===== src/rtl/calc.sv =====
// Four-digit BCD calculator with debounced-edge button inputs and a
// multiplexed active-low seven-segment display.
module calc #(
    parameter int unsigned REFRESH_W = 18
) (
    input  logic       clk,
    input  logic       rst,
    input  logic       A,
    input  logic       B,
    input  logic       C,
    input  logic       D,
    input  logic       E,
    input  logic       gen,
    output logic [6:0] LEDs,
    output logic [3:0] active,
    output logic       point
);

    typedef enum logic [1:0] {OP_ADD, OP_SUB, OP_MUL, OP_DIV} op_t;

    logic [4:0] pins;
    logic [4:0] s1, s2, prev;
    logic [1:0] flush;
    logic [4:0] ev;

    logic [3:0] da, db, dc, dd;
    op_t        op;
    logic [13:0] r;
    logic        neg, err, show;

    logic [REFRESH_W-1:0] cnt;
    logic [1:0]           sel;

    logic [6:0]  x, y;
    logic [13:0] res;
    logic        res_neg, res_err;
    logic [3:0]  digit;

    assign pins = {gen, D, C, B, A};

    // prev is held high until the synchronizers have flushed, so a button
    // already down when reset releases never looks like a fresh press
    always_ff @(posedge clk) begin
        if (rst) begin
            s1    <= '0;
            s2    <= '0;
            prev  <= '1;
            flush <= '0;
        end else begin
            s1 <= pins;
            s2 <= s1;
            if (flush != 2'd2) begin
                flush <= flush + 2'd1;
                prev  <= '1;
            end else begin
                prev <= s2;
            end
        end
    end

    assign ev = s2 & ~prev;

    function automatic logic [3:0] inc_bcd(input logic [3:0] d);
        return (d == 4'd9) ? 4'd0 : d + 4'd1;
    endfunction

    assign x = {3'b000, da} * 7'd10 + {3'b000, db};
    assign y = {3'b000, dc} * 7'd10 + {3'b000, dd};

    always_comb begin
        res     = '0;
        res_neg = 1'b0;
        res_err = 1'b0;
        case (op)
            OP_ADD: res = {7'b0, x} + {7'b0, y};
            OP_SUB: begin
                if (x >= y) begin
                    res = {7'b0, x - y};
                end else begin
                    res     = {7'b0, y - x};
                    res_neg = 1'b1;
                end
            end
            OP_MUL: res = {7'b0, x} * {7'b0, y};
            OP_DIV: begin
                if (y == 7'd0) res_err = 1'b1;
                else           res     = {7'b0, x / y};
            end
            default: res = '0;
        endcase
    end

    always_ff @(posedge clk) begin
        if (rst) begin
            da   <= '0;
            db   <= '0;
            dc   <= '0;
            dd   <= '0;
            op   <= OP_ADD;
            r    <= '0;
            neg  <= 1'b0;
            err  <= 1'b0;
            show <= 1'b0;
        end else begin
            if (!E) begin
                if (ev[0]) da <= inc_bcd(da);
                if (ev[1]) db <= inc_bcd(db);
                if (ev[2]) dc <= inc_bcd(dc);
                if (ev[3]) dd <= inc_bcd(dd);
                if (|ev[3:0]) show <= 1'b0;
            end else begin
                if      (ev[3]) op <= OP_DIV;
                else if (ev[2]) op <= OP_MUL;
                else if (ev[1]) op <= OP_SUB;
                else if (ev[0]) op <= OP_ADD;
            end
            if (ev[4]) begin
                r    <= res;
                neg  <= res_neg;
                err  <= res_err;
                show <= 1'b1;
            end
        end
    end

    always_ff @(posedge clk) begin
        if (rst) cnt <= '0;
        else     cnt <= cnt + REFRESH_W'(1);
    end

    assign sel    = cnt[REFRESH_W-1 -: 2];
    assign active = ~(4'b0001 << sel);

    always_comb begin
        digit = '0;
        if (show) begin
            case (sel)
                2'd0: digit = 4'(r % 14'd10);
                2'd1: digit = 4'((r / 14'd10) % 14'd10);
                2'd2: digit = 4'((r / 14'd100) % 14'd10);
                2'd3: digit = 4'(r / 14'd1000);
                default: digit = '0;
            endcase
        end else begin
            case (sel)
                2'd0: digit = dd;
                2'd1: digit = dc;
                2'd2: digit = db;
                2'd3: digit = da;
                default: digit = '0;
            endcase
        end
    end

    always_comb begin
        LEDs = 7'b1111111;
        case (digit)
            4'd0: LEDs = 7'b1000000;
            4'd1: LEDs = 7'b1111001;
            4'd2: LEDs = 7'b0100100;
            4'd3: LEDs = 7'b0110000;
            4'd4: LEDs = 7'b0011001;
            4'd5: LEDs = 7'b0010010;
            4'd6: LEDs = 7'b0000010;
            4'd7: LEDs = 7'b1111000;
            4'd8: LEDs = 7'b0000000;
            4'd9: LEDs = 7'b0010000;
            default: LEDs = 7'b1111111;
        endcase
    end

    assign point = ~(show && (err || (neg && sel == 2'd3)));

endmodule


===== config.mk =====
export PLATFORM = sky130hd
export DESIGN_NAME = calc
export DESIGN_NICKNAME = d
export VERILOG_FILES = /design/src/rtl/calc.sv
export SDC_FILE = /design/constraint.sdc
export NUM_CORES = 1
export LEC_CHECK = 0
export ABC_AREA = 1
export CORE_MARGIN = 2
export CORE_UTILIZATION = 50
export DETAILED_ROUTE_END_ITERATION = 10
export HOLD_SLACK_MARGIN = 0.12
export PLACE_DENSITY = 0.75
export SETUP_SLACK_MARGIN = 0.15
export SLEW_MARGIN = 15
export SYNTH_ARGS = -nofsm -noshare
export SYNTH_HDL_FRONTEND = slang
export SYNTH_SLANG_ARGS = --single-unit
export TNS_END_PERCENT = 1

===== constraint.sdc =====
create_clock -name clk -period 27.9 [get_ports clk]
set_input_delay 8.37 -clock clk [delete_from_list [all_inputs] [get_ports clk]]
set_output_delay 8.37 -clock clk [all_outputs]
set_load 0.02 [all_outputs]

Yosys cells after proc, flatten, opt, wreduce, memory -nomap -nowiden
Memory sizes are Yosys's and may differ from the RTL's. Index checks and enable logic that the tools add are counted.

Bits in latches: 0. Bits in registers: 70. Memory bits (writable): 0. Output and inout port bits: 12. Bits in read-only memories: 112. Memories: 1. Bits of input ports: 8. Logic and storage cells: 92.

Memory list: (no name shown) (depth 16, width 7, rd ports 1, clocked after Yosys merged registers in 0, write ports 0, line 157) `case (digit)`.

Div/mod/pow operators: 7. Equality and inequality tests: 12. $lt $le $gt $ge: 1. Add/subtract/negate cells: 11. Multipliers: 3. Reduce and logical (&&, ||, !) cells: 16. Muxes and demuxes: 21. Shift operators: 1. Bitwise operators: 5.

Operators by type and width (number): $pmux 14 s4 (1); $mod 14x4->14 const B (3); $pmux 4 s4 (2); $mux 4 (5); $add 18x1->18 const B (1); $add 4x1->4 const B (4); $eq 4x4->1 const B (4); $add 7x4->7 (2); $div 14x10->14 const B (1); $div 14x4->14 const B (1); $div 14x7->14 const B (1); $mul 7x7->14 (1); $mux 7 (2); $sub 7x7->7 (2); $mul 4x3->6 const B (2); $reduce_and 2->1 (6); $add 7x7->8 (1); $eq 2x2->1 const B (4); $mux 2 (4); $div 7x7->7 (1); $ge 7x7->1 (1); $logic_not 7->1 (1); $mux 1 (7); $and 5x5->5 (1); other kinds (15) (19).

Depth between registers and ports, before layout
Depth in word-level cells: 6. Gate-level depth with buffers: 145. Gate-level depth less buffers: 138.

Worst setup path after synthesis
Ideal clock, no wire load.

Path kind: flip-flop to output port. Start: register cnt[16]. End: output LEDs[3]. Data arrival time: 15839 ps. Slack: 3691 ps. Stages on the path, launching flop included: 137. Path buffers: 7. Required time: 19530 ps. Cells stage by stage: dfxtp_1 > inv_1 > ha_1 > buf_2 > inv_1 > buf_4 > buf_2 > buf_4 > ha_1 > inv_1 > nor2_1 > nand2_1 > nor2_1 > nand3_2 > nand2_1 > nand2_1 > nand2_1 > nand2_1 > (+101 left out) > nand2_1 > nand2_1 > nand2_2 > nand4_4 > nand3_1 > nand2_1 > nand2_1 > nand2_2 > nand3_2 > nand2_1 > nand3_1 > nand2_1 > nand2_1 > inv_1 > ha_1 > nand3b_1 > nand3_1 > nand2_1.

Longest elaborated chain between the ends: 4. Elaborated cells between the ends (all ways): 8. Those cells by class: eq/ne: 3; mux: 3; reduce/logical: 1; memory: 1.

Ends and longest elaborated chain: start, declared (line 31) `logic [REFRESH_W-1:0] cnt;`; start signal, assigned (line 128) `else cnt <= cnt + REFRESH_W'(1);`; $eq 2x2->1, or another cell as far along (line 137, 145); $pmux 4 s4, on equally long branches (line 145, 137); $mux 4 (*) (line 136) `if (show) begin`; $mem_v2 16x7 (*); end, declared (line 14) `output logic [6:0] LEDs,`.

Mark *: on every way between the ends. The rest lies on a longest branch, timed or not.

Final worst setup path
Same ends and word-level chain as after synthesis.

==> summary.md <==
| Metric | Value |
|---|---|
| Outcome | completed |
| Largest fanout on the critical path | 21 |
| Fraction of power consumed by sequential logic | 0.296 |
| DRT antenna net count | 0 |
| Number of buffers inserted for hold repair after clock tree synthesis | 0 |
| Data arrival time at the worst-slack endpoint | 17.57 ns |
| Gate count after technology mapping | 2050 |
| Footprint of the multi-input gates | 0.00962 mm^2 |
| Placement Rows | 57 |
| Total I/O pin count | 20 |
| Post-synthesis async set-or-reset flop share | 0 |
| Post-CTS clock slew at the launch and capture registers of the worst setup and hold paths | 0.06 ns |
| CTS tree | yes |
| Kind of end point of the critical path | primary output |
| P_sw | 0.140 mW |
| Antenna fix cells | 0 |
| Measured slew at the worst slew-check pin | 0.972 ns |
| Overall die area | 0.0264 mm^2 |
| Data required time of the worst path | 19.53 ns |
| Unrepaired setup endpoints after global routing | no |
| Maximum number of pins on one net before global-route repair | 44 |
| Max Slew Vio Count | 0 |
| Start-to-end type of the worst setup path | register to primary output |
| Count of endpoints failing hold in the final timing report | 0 |
| Maximum number of buffers from clock root to sink | 2 |
| Mean instance size in the synthesized netlist | 6.12 um^2 |
| Wire per inst | 13.3 um |
| Total of warnings raised by yosys | 0 |
| Highest-count cells in the layout ignoring fill and taps | nand2_1 (488), inv_1 (335), nor2_1 (200) |
| TNS Setup | 0 ns |
| P per Cell Area | 26.9 mW/mm^2 |
| Vias | 12700 |
| Share of the cycle needed by the critical path after routing | 0.930 |
| Max-Cap Viols | 0 |
| Number of flops mapped to enable cells by yosys | 0 |
| Cell area after layout | 0.0133 mm^2 |
| Worst IR Drop VDD | 0.0407 mV |
| Net count after synthesis | 2227 |
| Floorplan core area | 0.0245 mm^2 |
| Port buffer count | 19 |
| Switching power share of the total | 0.391 |
| Register area | 0.00140 mm^2 |
| Static leakage power | 7.29 nW |
| Layout Nets | 2224 |
| Final setup violation count | 0 |
| Setup skew after layout | 0.00892 ns |
| Number of detailed-route iterations in the first pass | 6 |
| Achievable frequency | 38.5 MHz |
| Initial core utilization | 0.513 |
| Combinational cell fraction of total power | 0.397 |
| Total congestion overflow | 0 |
| Count of unique library cells instantiated by Yosys | 63 |
| Weighted congestion reported at the end of routability-driven placement | 0.948 |
| Worst min path class | register to register |
| Ratio of cells with drive above 1 in the final layout | 0.0760 |
| Post-Place Cell Area | 0.0130 mm^2 |
| CTS buffer count | 9 |
| Fraction of power consumed by the clock network | 0.307 |
| Routed wire length | 31.5 mm |
| Root Buffer | clkbuf_16 |
| TritonCTS Sinks | 70 |
| Layout fillers | 2390 |
| Worst-Skew Late Latency | 0.34 ns |
| Ys flop type | dfxtp_1 |
| Global-route wire length before repair | 54.0 mm |
| Chip height | 162 um |
| Iteration-0 DRC count of the detailed router | 840 |
| Setup slack on the worst flop-to-flop path | 15.35 ns |
| Minimum period implied by the final worst setup slack | 25.94 ns |
| Synth-to-Final Area Change | 6.12% |
| Drc violations | 0 |
| Critical path's most frequent cell | nand2_1 |
| Register area share after synthesis | 0.112 |
| Detailed-route vias per instance | 5.37 |
| Post-Synthesis Cell Area | 0.0125 mm^2 |
| Vias in the first global route | 12000 |
| Total Power Consumption | 0.358 mW |
| Depth of the CTS H-tree | 3 |
| Startpoint class of the critical path | register |
| Leading cell type in the layout, fill and taps excluded | nand2_1 |
| Internal power of the cells | 0.218 mW |
| Number of synthesized register bits | 70 |
| Combined global-route utilization of all metal layers | 0.242 |
| Relative max-transition margin | 0.350 |
| Number of antenna violations at the first check in global routing | 0 |
| Crit-path max cell delay | 0.40 ns |
| Cell with the largest stage delay on the worst path | nor4_1 |
| Horiz. Die Dim | 162 um |
| Post-DP HPWL | 24.9 mm |
## cell type report
type | count | share of cell area
multi-input cells | 1587 | 0.723
flip-flops and latches | 70 | 0.105
inverters | 351 | 0.0990
well taps | 324 | 0.0305
repair buffers | 28 | 0.0212
clock buffers | 9 | 0.0169
clock inverters | 7 | 0.00432
## path summary, 6_finish.rpt
check / start / end / cells after the start
worst min-delay path: s1[1]$_SDFF_PP0_ / s2[1]$_SDFF_PP0_ / 2
worst max register to register: dc[1]$_SDFFE_PP0P_ / r[0]$_SDFFE_PP0P_ / 60
worst max-delay path: cnt[16]$_SDFF_PP0_ / LEDs[3] / 131
worst min register to register: s1[1]$_SDFF_PP0_ / s2[1]$_SDFF_PP0_ / 2
## cell usage after synthesis (3+ instances only)
cell type	n	area (um^2)
a211oi_1	8	60.1
a21o_1	6	45.0
a21oi_1	100	500
a21oi_2	3	26.3
a31oi_1	6	37.5
buf_2	7	35.0
buf_4	12	90.1
clkbuf_1	21	78.8
clkinv_1	3	11.3
dfxtp_1	70	1400
fa_1	31	621
ha_1	138	1730
inv_1	335	1260
inv_2	13	48.8
nand2_1	488	1830
nand2_2	48	300
nand2_4	8	90.1
nand3_1	141	706
nand3_2	10	100
nand3b_1	10	75.1
nand4_1	27	169
nor2_1	201	754
nor2_2	9	56.3
nor2_4	6	67.6
nor3_1	26	130
nor4_1	7	43.8
o2111ai_1	3	26.3
o211ai_1	10	75.1
o21a_1	7	52.6
o21ai_0	124	621
o21ai_1	7	35.0
o21ai_2	5	43.8
o21bai_1	7	52.6
o221ai_1	5	43.8
o31ai_1	5	37.5
o32ai_1	3	26.3
or2_1	3	18.8
or2_2	11	68.8
xnor2_1	17	149
xor2_1	75	657
## power groups by stage
stage	combinational [mW]	sequential, mW	clock (mW)
4_1_cts	0.140	0.106	0.112
3_3_place_gp	0.135	0.108	0
3_5_place_dp	0.139	0.108	0
5_1_grt	0.162	0.106	0.116
2_1_floorplan	0.119	0.107	0
6_report	0.142	0.106	0.110
## timing repair
item,in CTS,in global routing
setup endpoints to repair,0,7
setup buffers,0,2
resized for setup,0,15
## flip-flops by register name, summed over array words and instances, names as in the netlist
register	count
op	2
flush	2
show	1
cnt	18
r	14
dc	4
prev	5
dd	4
db	4
da	4
s2	5
s1	5
err	1
neg	1
## metrics by stage
| step | hold WS (ns) | cells | worst slack (ns) | util |
|---|---|---|---|---|
| floorplan | 0.388 | 2050 | 3.69 | - |
| global placement | 0.391 | 2358 | 2.54 | 0.530 |
| detailed placement | 0.395 | 2358 | 1.64 | 0.530 |
| CTS | 0.403 | 2374 | 1.23 | 0.541 |
| global route | 0.415 | 2376 | 0.234 | 0.544 |
| finish | 0.401 | 2376 | 1.96 | 0.544 |
## cells by family after synthesis
| logic type | after synthesis | synth area share |
|---|---|---|
| simple gates | 1009 | 0.365 |
| buf+inv | 393 | 0.123 |
| fa+ha+maj | 169 | 0.187 |
| flops | 70 | 0.112 |
| xor+xnor | 92 | 0.0643 |
| compound gates | 317 | 0.148 |
## metal layers
metal / part of all wire / vias to the layer above / GRT usage / routed length, um
li1: - / 6588 / - / -
met1: 0.46 / 5815 / 0.306 / 14500
met2: 0.48 / 290 / 0.441 / 15300
met3: 0.037 / 56 / 0.0201 / 1160
met4: 0.019 / 0 / 0.0700 / 612
met5: 0 / - / 0 / 0
## worst max-delay path, delay by kind of cell, from the launching register on
kind	cells	cell delay (ns)
AOI/OAI and AO/OA	16	2.33
xor gates and xnor gates	2	0.28
adders and majority gates	13	3.82
buffers and inverters	19	1.79
DFF	1	0.34
and+or+nand+nor	81	8.61
Note: power is estimated with default switching activity, not from simulation.
